## src/rtl/mult_error_accumulator.sv

```systemverilog
// rtl/mult_error_accumulator.sv - batch accuracy scorer for a candidate multiplier
module mult_error_accumulator #(
    parameter int WIDTH = 2,
    parameter int CNT_W = 16,
    parameter int SUM_W = 24
) (
    input  logic                 clk,
    input  logic                 rst_n,
    input  logic                 start,
    input  logic [CNT_W-1:0]     num_samples,
    input  logic                 in_valid,
    output logic                 in_ready,
    input  logic [WIDTH-1:0]     a,
    input  logic [WIDTH-1:0]     b,
    input  logic [2*WIDTH-1:0]   p,
    output logic                 busy,
    output logic                 done,
    output logic [CNT_W-1:0]     sample_count,
    output logic [CNT_W-1:0]     err_count,
    output logic [SUM_W-1:0]     err_sum,
    output logic [2*WIDTH-1:0]   err_max
);
    localparam int PW = 2 * WIDTH;
    // One spare bit above the wider of sum/diff so the add can never wrap before saturation.
    localparam int EW = ((SUM_W > PW) ? SUM_W : PW) + 1;
    localparam logic [EW-1:0] SUM_MAX = EW'({SUM_W{1'b1}});

    typedef enum logic [1:0] {IDLE, RUN, DRAIN, DONE} state_t;

    state_t             r_state, w_next;
    logic [CNT_W-1:0]   r_n, r_acc_cnt, r_sample_count, r_err_count;
    logic               r_v1;
    logic [PW-1:0]      r_exact, r_p, r_err_max;
    logic [SUM_W-1:0]   r_err_sum;

    logic               w_start_ok, w_accept, w_last;
    logic [PW-1:0]      w_exact, w_diff;
    logic [EW-1:0]      w_sum_ext;
    logic [CNT_W-1:0]   w_acc_inc;

    assign w_start_ok = start && (r_state == IDLE || r_state == DONE);
    assign in_ready   = (r_state == RUN) && (r_acc_cnt < r_n);
    assign w_accept   = in_valid && in_ready;
    assign w_acc_inc  = r_acc_cnt + CNT_W'(1);
    assign w_last     = w_accept && (w_acc_inc == r_n);
    assign w_exact    = {{WIDTH{1'b0}}, a} * {{WIDTH{1'b0}}, b};
    assign w_diff     = (r_exact >= r_p) ? (r_exact - r_p) : (r_p - r_exact);
    assign w_sum_ext  = EW'(r_err_sum) + EW'(w_diff);

    always_comb begin
        w_next = r_state;
        case (r_state)
            IDLE, DONE: if (start) w_next = (num_samples == '0) ? DONE : RUN;
            RUN:        if (w_last) w_next = DRAIN;
            DRAIN:      if (!r_v1) w_next = DONE;
            default:    w_next = IDLE;
        endcase
    end

    always_ff @(posedge clk) begin
        if (!rst_n) begin
            r_state        <= IDLE;
            r_n            <= '0;
            r_acc_cnt      <= '0;
            r_v1           <= 1'b0;
            r_exact        <= '0;
            r_p            <= '0;
            r_sample_count <= '0;
            r_err_count    <= '0;
            r_err_sum      <= '0;
            r_err_max      <= '0;
        end else begin
            r_state <= w_next;
            r_v1    <= w_accept;
            if (w_accept) begin
                r_exact   <= w_exact;
                r_p       <= p;
                r_acc_cnt <= w_acc_inc;
            end
            if (w_start_ok) begin
                r_n            <= num_samples;
                r_acc_cnt      <= '0;
                r_sample_count <= '0;
                r_err_count    <= '0;
                r_err_sum      <= '0;
                r_err_max      <= '0;
            end else if (r_v1) begin
                r_sample_count <= r_sample_count + CNT_W'(1);
                if (w_diff != '0) r_err_count <= r_err_count + CNT_W'(1);
                r_err_sum <= (w_sum_ext > SUM_MAX) ? SUM_MAX[SUM_W-1:0] : w_sum_ext[SUM_W-1:0];
                if (w_diff > r_err_max) r_err_max <= w_diff;
            end
        end
    end

    assign busy         = (r_state == RUN) || (r_state == DRAIN);
    assign done         = (r_state == DONE);
    assign sample_count = r_sample_count;
    assign err_count    = r_err_count;
    assign err_sum      = r_err_sum;
    assign err_max      = r_err_max;
endmodule

```

## config.mk

```make
export PLATFORM = sky130hd
export DESIGN_NAME = mult_error_accumulator
export DESIGN_NICKNAME = d
export VERILOG_FILES = /design/src/rtl/mult_error_accumulator.sv
export SDC_FILE = /design/constraint.sdc
export NUM_CORES = 1
export LEC_CHECK = 0
export CAP_MARGIN = 20
export CORE_MARGIN = 2
export CORE_UTILIZATION = 48
export DETAILED_ROUTE_END_ITERATION = 12
export PLACE_DENSITY = 0.75
export SKIP_LAST_GASP = 1
export SLEW_MARGIN = 0
export SYNTH_ARGS = -nofsm -noshare
export SYNTH_HDL_FRONTEND = slang
export SYNTH_SLANG_ARGS = --single-unit
```

## constraint.sdc

```tcl
create_clock -name clk -period 3.8 [get_ports clk]
set_input_delay 0.57 -clock clk [delete_from_list [all_inputs] [get_ports clk]]
set_output_delay 0.57 -clock clk [all_outputs]
set_load 0.01 [all_outputs]
```

**After elaboration in Yosys (flattened, before gate mapping)**

Cells that the tools add are included.

- Add/sub/neg operators: 6
- $mul: 1
- $lt $le $gt $ge: 4
- Eq/ne operators: 7
- Mux-type cells: 7
- Bitwise operators: 1
- Reductions and logical operators: 14

Operators by type and width:

| operator | count |
|---|---|
| $add A16 B1 Y16 const B | 3 |
| $add A24 B4 Y25 | 1 |
| $gt A25 B24 Y1 const B | 1 |
| $mux W24 | 1 |
| $eq A16 B16 Y1 | 1 |
| $logic_not A16 Y1 | 1 |
| $lt A16 B16 Y1 | 1 |
| $mux W2 | 4 |
| $sub A4 B4 Y4 | 2 |
| $ne A2 B2 Y1 const B | 3 |
| $pmux W2 S3 | 1 |
| $eq A2 B2 Y1 const B | 2 |
| $ge A4 B4 Y1 | 1 |
| $gt A4 B4 Y1 | 1 |
| $logic_and A1 B1 Y1 | 4 |
| $mul A2 B2 Y4 | 1 |
| $mux W4 | 1 |
| $reduce_and A2 Y1 | 2 |
| $reduce_bool A4 Y1 | 1 |
| $reduce_or A2 Y1 | 2 |
| $reduce_and A3 Y1 | 1 |
| $eq A2 B1 Y1 const B | 1 |
| $logic_not A2 Y1 | 1 |
| $logic_or A1 B1 Y1 | 2 |
| $not A1 Y1 | 1 |

- Bits in registers: 103
- Bits of input ports: 28
- Output and inout bits: 63
- Logic and storage cells: 50

**Logic depth before layout (Yosys ltp)**

- Word-level depth: 6
- Gate-level depth with buffers: 18
- Mapped depth without buffers: 17

**Worst setup path after synthesis**

No wires, ideal clock.

- Kind: reg-to-reg
- Start: register r_exact[0]
- End: register r_err_sum[21] (netlist: err_sum[21])
- Library setup time: 0.132 ns
- Arrival time: 3.450 ns
- Required time: 3.668 ns
- Path slack: 0.217 ns
- Cell stages (with the launch flop): 19
- Path buffers: 1
- Clock period less this slack: 3.583 ns
- Cells stage by stage: dfxtp_1 > inv_1 > ha_1 > inv_1 > fa_1 > a21o_1 > a21oi_1 > o21ai_0 > a41oi_2 > inv_1 > ha_1 > a21oi_1 > nand2_1 > nand3_1 > o21a_1 > clkbuf_1 > nand2_1 > o21ai_0 > a21oi_1

- Cells in the longest elaborated chain, start to end: 5
- Elaborated cells between the ends (all ways): 7
- Classes of those cells: add/sub: 3; order compare: 2; mux: 2

Ends and longest elaborated chain:

| element | RTL line | text |
|---|---|---|
| start, declared | 33 | `logic [PW-1:0] r_exact, r_p, r_err_max;` |
| start signal, assigned | 76 | `r_exact <= w_exact;` |
| $sub A4 B4 Y4 or $ge A4 B4 Y1 (tied branches) | 47 | `assign w_diff = (r_exact >= r_p) ? (r_exact - r_p) : (r_p - r_exact);` |
| $mux W4 * | 47 |  |
| named net w_diff[3] | 37 | `logic [PW-1:0] w_exact, w_diff;` |
| $add A24 B4 Y25 * | 48 | `assign w_sum_ext = EW'(r_err_sum) + EW'(w_diff);` |
| $gt A25 B24 Y1 | 90 | `r_err_sum <= (w_sum_ext > SUM_MAX) ? SUM_MAX[SUM_W-1:0] : w_sum_ext[SUM_W-1:0];` |
| $mux W24 * | 90 |  |
| end signal, assigned | 90 |  |
| end, declared | 34 | `logic [SUM_W-1:0] r_err_sum;` |

The timed path passes the listed nets; every way through them passes the cells marked *.
A chain may end at the register's enable or synchronous reset.

**Worst setup path after layout**

- Start: register r_exact[0]
- End: register r_err_sum[9] (netlist: err_sum[9])

Same word-level chain as after synthesis.

==> impl_metrics.csv <==
group,metric,value,unit
setup_path,r2r-start,"r_exact[0]",
die,die_w,116,microns
cells_and_area,area_growth_syn_to_layout,22.1,%
routing,avgRoutedWirePerCell,15.2,microns
global_routing,grt_pass1_vias,5429,
clock_tree,cts_tree,"built",
global_routing,antenna_found_initial,0,
setup_path,path_cells,"inv_1 > ha_1 > inv_1 > fa_1 > a21o_1 > a21o_2 > a21o_2 > a21o_1 > ha_1 > a21o_1 > a21o_1 > a21oi_2 > or2_0 > o21ai_0 > a21oi_1 > a211oi_1",
cells_and_area,final_common_cell,"dfxtp_1",
power_and_ir_drop,sw_frac_of_total,36.8,%
setup_path,startpoint_type,"register",
die,die_h,116,microns
power_and_ir_drop,power_frac_seq,36.4,%
setup_path,path_delay_family,"compound AO/OA/AOI/OAI gates",
power_and_ir_drop,vdd_ir_drop_max,276,uV
routing,first_iter_violations,275,
setup_path,cpMaxStageDelayCell,"fa_1",
cells_and_area,multi_input_area,3650,sq um
die,io_pins,91,
routing,wl,14.9,mm
timing,fmax,278,MHz
global_routing,grt_pass1_wl,24.9,mm
clock_tree,cts_htree_levels,3,
timing,rsz0062_at_grt,"no",
worst_hold_path,hold_class,"register to register",
power_and_ir_drop,pwr_density_cell,478,nW/um^2
yosys,ys_types,59,
routing,drt-pass1-iter-count,4,
timing,report.final.setup_viol,0,
power_and_ir_drop,power_frac_comb,37.8,%
timing,fin_crit,3.59,ns
power_and_ir_drop,p_clk_share,25.8,%
yosys,netlist.area_leader.share,34.2,%
clock_tree,cts.clk_slew.worst_paths,0.07,ns
yosys,synthesis.nets,804,
die,core,12100,sq um
timing,fin_worst_hold_slack,0.460,ns
die,dieArea,13500,sq um
power_and_ir_drop,power,3.51,mW
clock_tree,numCtsBuffers,9,
clock_tree,cts_max_path_buffers,2,
yosys,yosys-top-cells-area,"dfxtp_1 (34%), ha_1 (8.3%), nand2_1 (5.1%)",
timing,slew_headroom,41.4,%
place,portBuffers,90,
routing,viasPerCell,5.61,
global_routing,grt_max_degree,40,
clock_tree,cts_root_buf,"clkbuf_16",
flow_run,maxCapViolCount,0,
setup_path,crit_fanout,6,
timing,tightest_slew,0.876,ns
power_and_ir_drop,p_leak,2.76,nW
timing,hold_viol,0,
place,placed_cells,966,
cells_and_area,finalNonFillerCells,983,
place,gp_congestion,0.906,
power_and_ir_drop,power.switching,1.29,mW
setup_path,critPathArrivalTime,3.79,ns
setup_path,cpMostUsedCell,"a21o_1",
routing,drc_errors,0,
timing,maxSlewViolCount,0,
routing,antenna_left,0,
yosys,async_flop_share,0,%
cells_and_area,n_fill_cell,1071,
setup_path,crit_required,4.00,ns
cells_and_area,fin_util,60.7,%
cells_and_area,diodes,0,
routing,num_vias,5511,
yosys,synthesis.area,6030,sq um
setup_path,end_kind,"register",
global_routing,grtUsageTotal,22.9,%
cells_and_area,layout_common_cells,"dfxtp_1 (103), clkdlybuf4s50_1 (90), nand2_1 (80), nor2_1 (61), a21oi_1 (59)",
clock_tree,clock-sinks,103,
run_status,status,"complete, no violations",
setup_path,cp.buffers_inverters,2,
setup_path,path_class,"register to register",
timing,fin_crit_sh,94.5,%
yosys,syn_avg_cell_area,8.22,sq um
timing,setup_tns,0,ns
yosys,ys_warn_count,0,
yosys,synth_seq_cells,103,
yosys,synth_edf_count,0,
place,dp_hpwl,10.6,mm
yosys,netlist_instances,733,
die,row_count,40,
cells_and_area,layout-drive-gt1-share,6.13,%
global_routing,overflow,0,
worst_hold_path,min_from,"r_p[3]",
clock_tree,insertion_delay,0.35,ns
die,start_util,49.8,%
setup_path,cp_slowest_stage_delay,0.38,ns
setup_path,startpoint,"r_exact[0]",
cells_and_area,final_nets,881,
timing,skew,0.00999,ns
yosys,synth-seq-area-share,34.2,%
power_and_ir_drop,p_int,2.22,mW
cells_and_area,seq_area,2060,sq um
yosys,yosysTopAreaCell,"dfxtp_1",
yosys,synthFlopType,"dfxtp_1",
cell usage after synthesis, types with 8 or more instances:
cell type	instances
xor2_1	31
nor2_1	61
o21ai_0	26
and4_1	8
nand3_1	31
a211oi_1	14
a21o_1	8
nand2_1	82
or3_1	9
dfxtp_1	103
ha_1	40
xnor2_1	23
clkbuf_1	25
nand4_1	27
nor3_1	14
and2_1	10
a21oi_1	60
nor2b_1	8
inv_1	43
and3_1	20
timing repair:
| item | in CTS | in global routing |
|---|---|---|
| setup endpoints to repair | 0 | 10 |
| buffers inserted | 0 | 1 |
| resized for setup | 0 | 5 |
| hold buffers | 0 | 0 |
power groups by stage:
| stage | combinational, mW | clock [mW] | sequential (mW) |
|---|---|---|---|
| after global routing | 1.48 | 0.971 | 1.29 |
| after detailed placement | 1.31 | 0 | 1.30 |
| final | 1.33 | 0.907 | 1.28 |
| after floorplan | 0.940 | 0 | 1.27 |
| after global placement | 1.27 | 0 | 1.29 |
| after CTS | 1.32 | 0.927 | 1.27 |
worst reg2reg max path: stages, from the launching register on:
cell and delay, ns:
dfxtp_1 0.33, inv_1 0.06, ha_1 0.16, inv_1 0.06, fa_1 0.38, a21o_1 0.18
a21o_2 0.22, a21o_2 0.23, a21o_1 0.23, ha_1 0.28, a21o_1 0.18, a21o_1 0.20
a21oi_2 0.22, or2_0 0.31, o21ai_0 0.14, a21oi_1 0.19, a211oi_1 0.07
per-layer routing:
metal | vias to the layer above | global-route usage [%] | part of all wire (%)
li1 | 2738 | - | -
met1 | 2597 | 28.8 | 45
met2 | 156 | 37.6 | 46
met3 | 20 | 7.53 | 7.0
met4 | 0 | 6.90 | 1.4
met5 | - | 0 | 0
flip-flops by register name (all words and copies together) (netlist names):
| register | cells |
|---|---|
| err_sum | 24 |
| err_count | 16 |
| r_acc_cnt | 16 |
| r_n | 16 |
| sample_count | 16 |
| err_max | 4 |
| r_exact | 4 |
| r_p | 4 |
| r_state | 2 |
| r_v1 | 1 |
path summary, 6_finish.rpt:
path / to / slack (ns) / depth (start not counted)
min reg2reg: r_p[3] / 0.46 / 2
max reg2reg: err_sum[9] / 0.21 / 16
min: r_p[3] / 0.46 / 2
max: err_sum[9] / 0.21 / 16
kinds of logic after synthesis:
| logic type | Yosys count | synth area share [%] |
|---|---|---|
| AND/OR/NAND/NOR | 288 | 23.7 |
| XOR/XNOR | 54 | 7.85 |
| adder cells (fa/ha/maj) | 43 | 9.30 |
| buffers and inverters | 78 | 5.48 |
| multiplexers | 5 | 0.831 |
| AO/OA/AOI/OAI | 162 | 18.6 |
| flip-flops | 103 | 34.2 |
cell type report:
type | instances | area share (%)
clock buffer | 11 | 3.44
clock inverter | 5 | 0.527
inverter | 44 | 2.24
multi-input combinational | 552 | 49.6
sequential | 103 | 28.0
tap | 168 | 2.86
timing repair buffer | 100 | 13.3
metrics by stage:
step,instance area [sq um],setup slack [ns]
floorplan,6030,0.217
global placement,7040,0.282
detailed placement,7040,0.102
CTS,7330,0.0904
global route,7360,0.0198
finish,7360,0.208
Note: power is estimated with default switching activity, not from simulation.
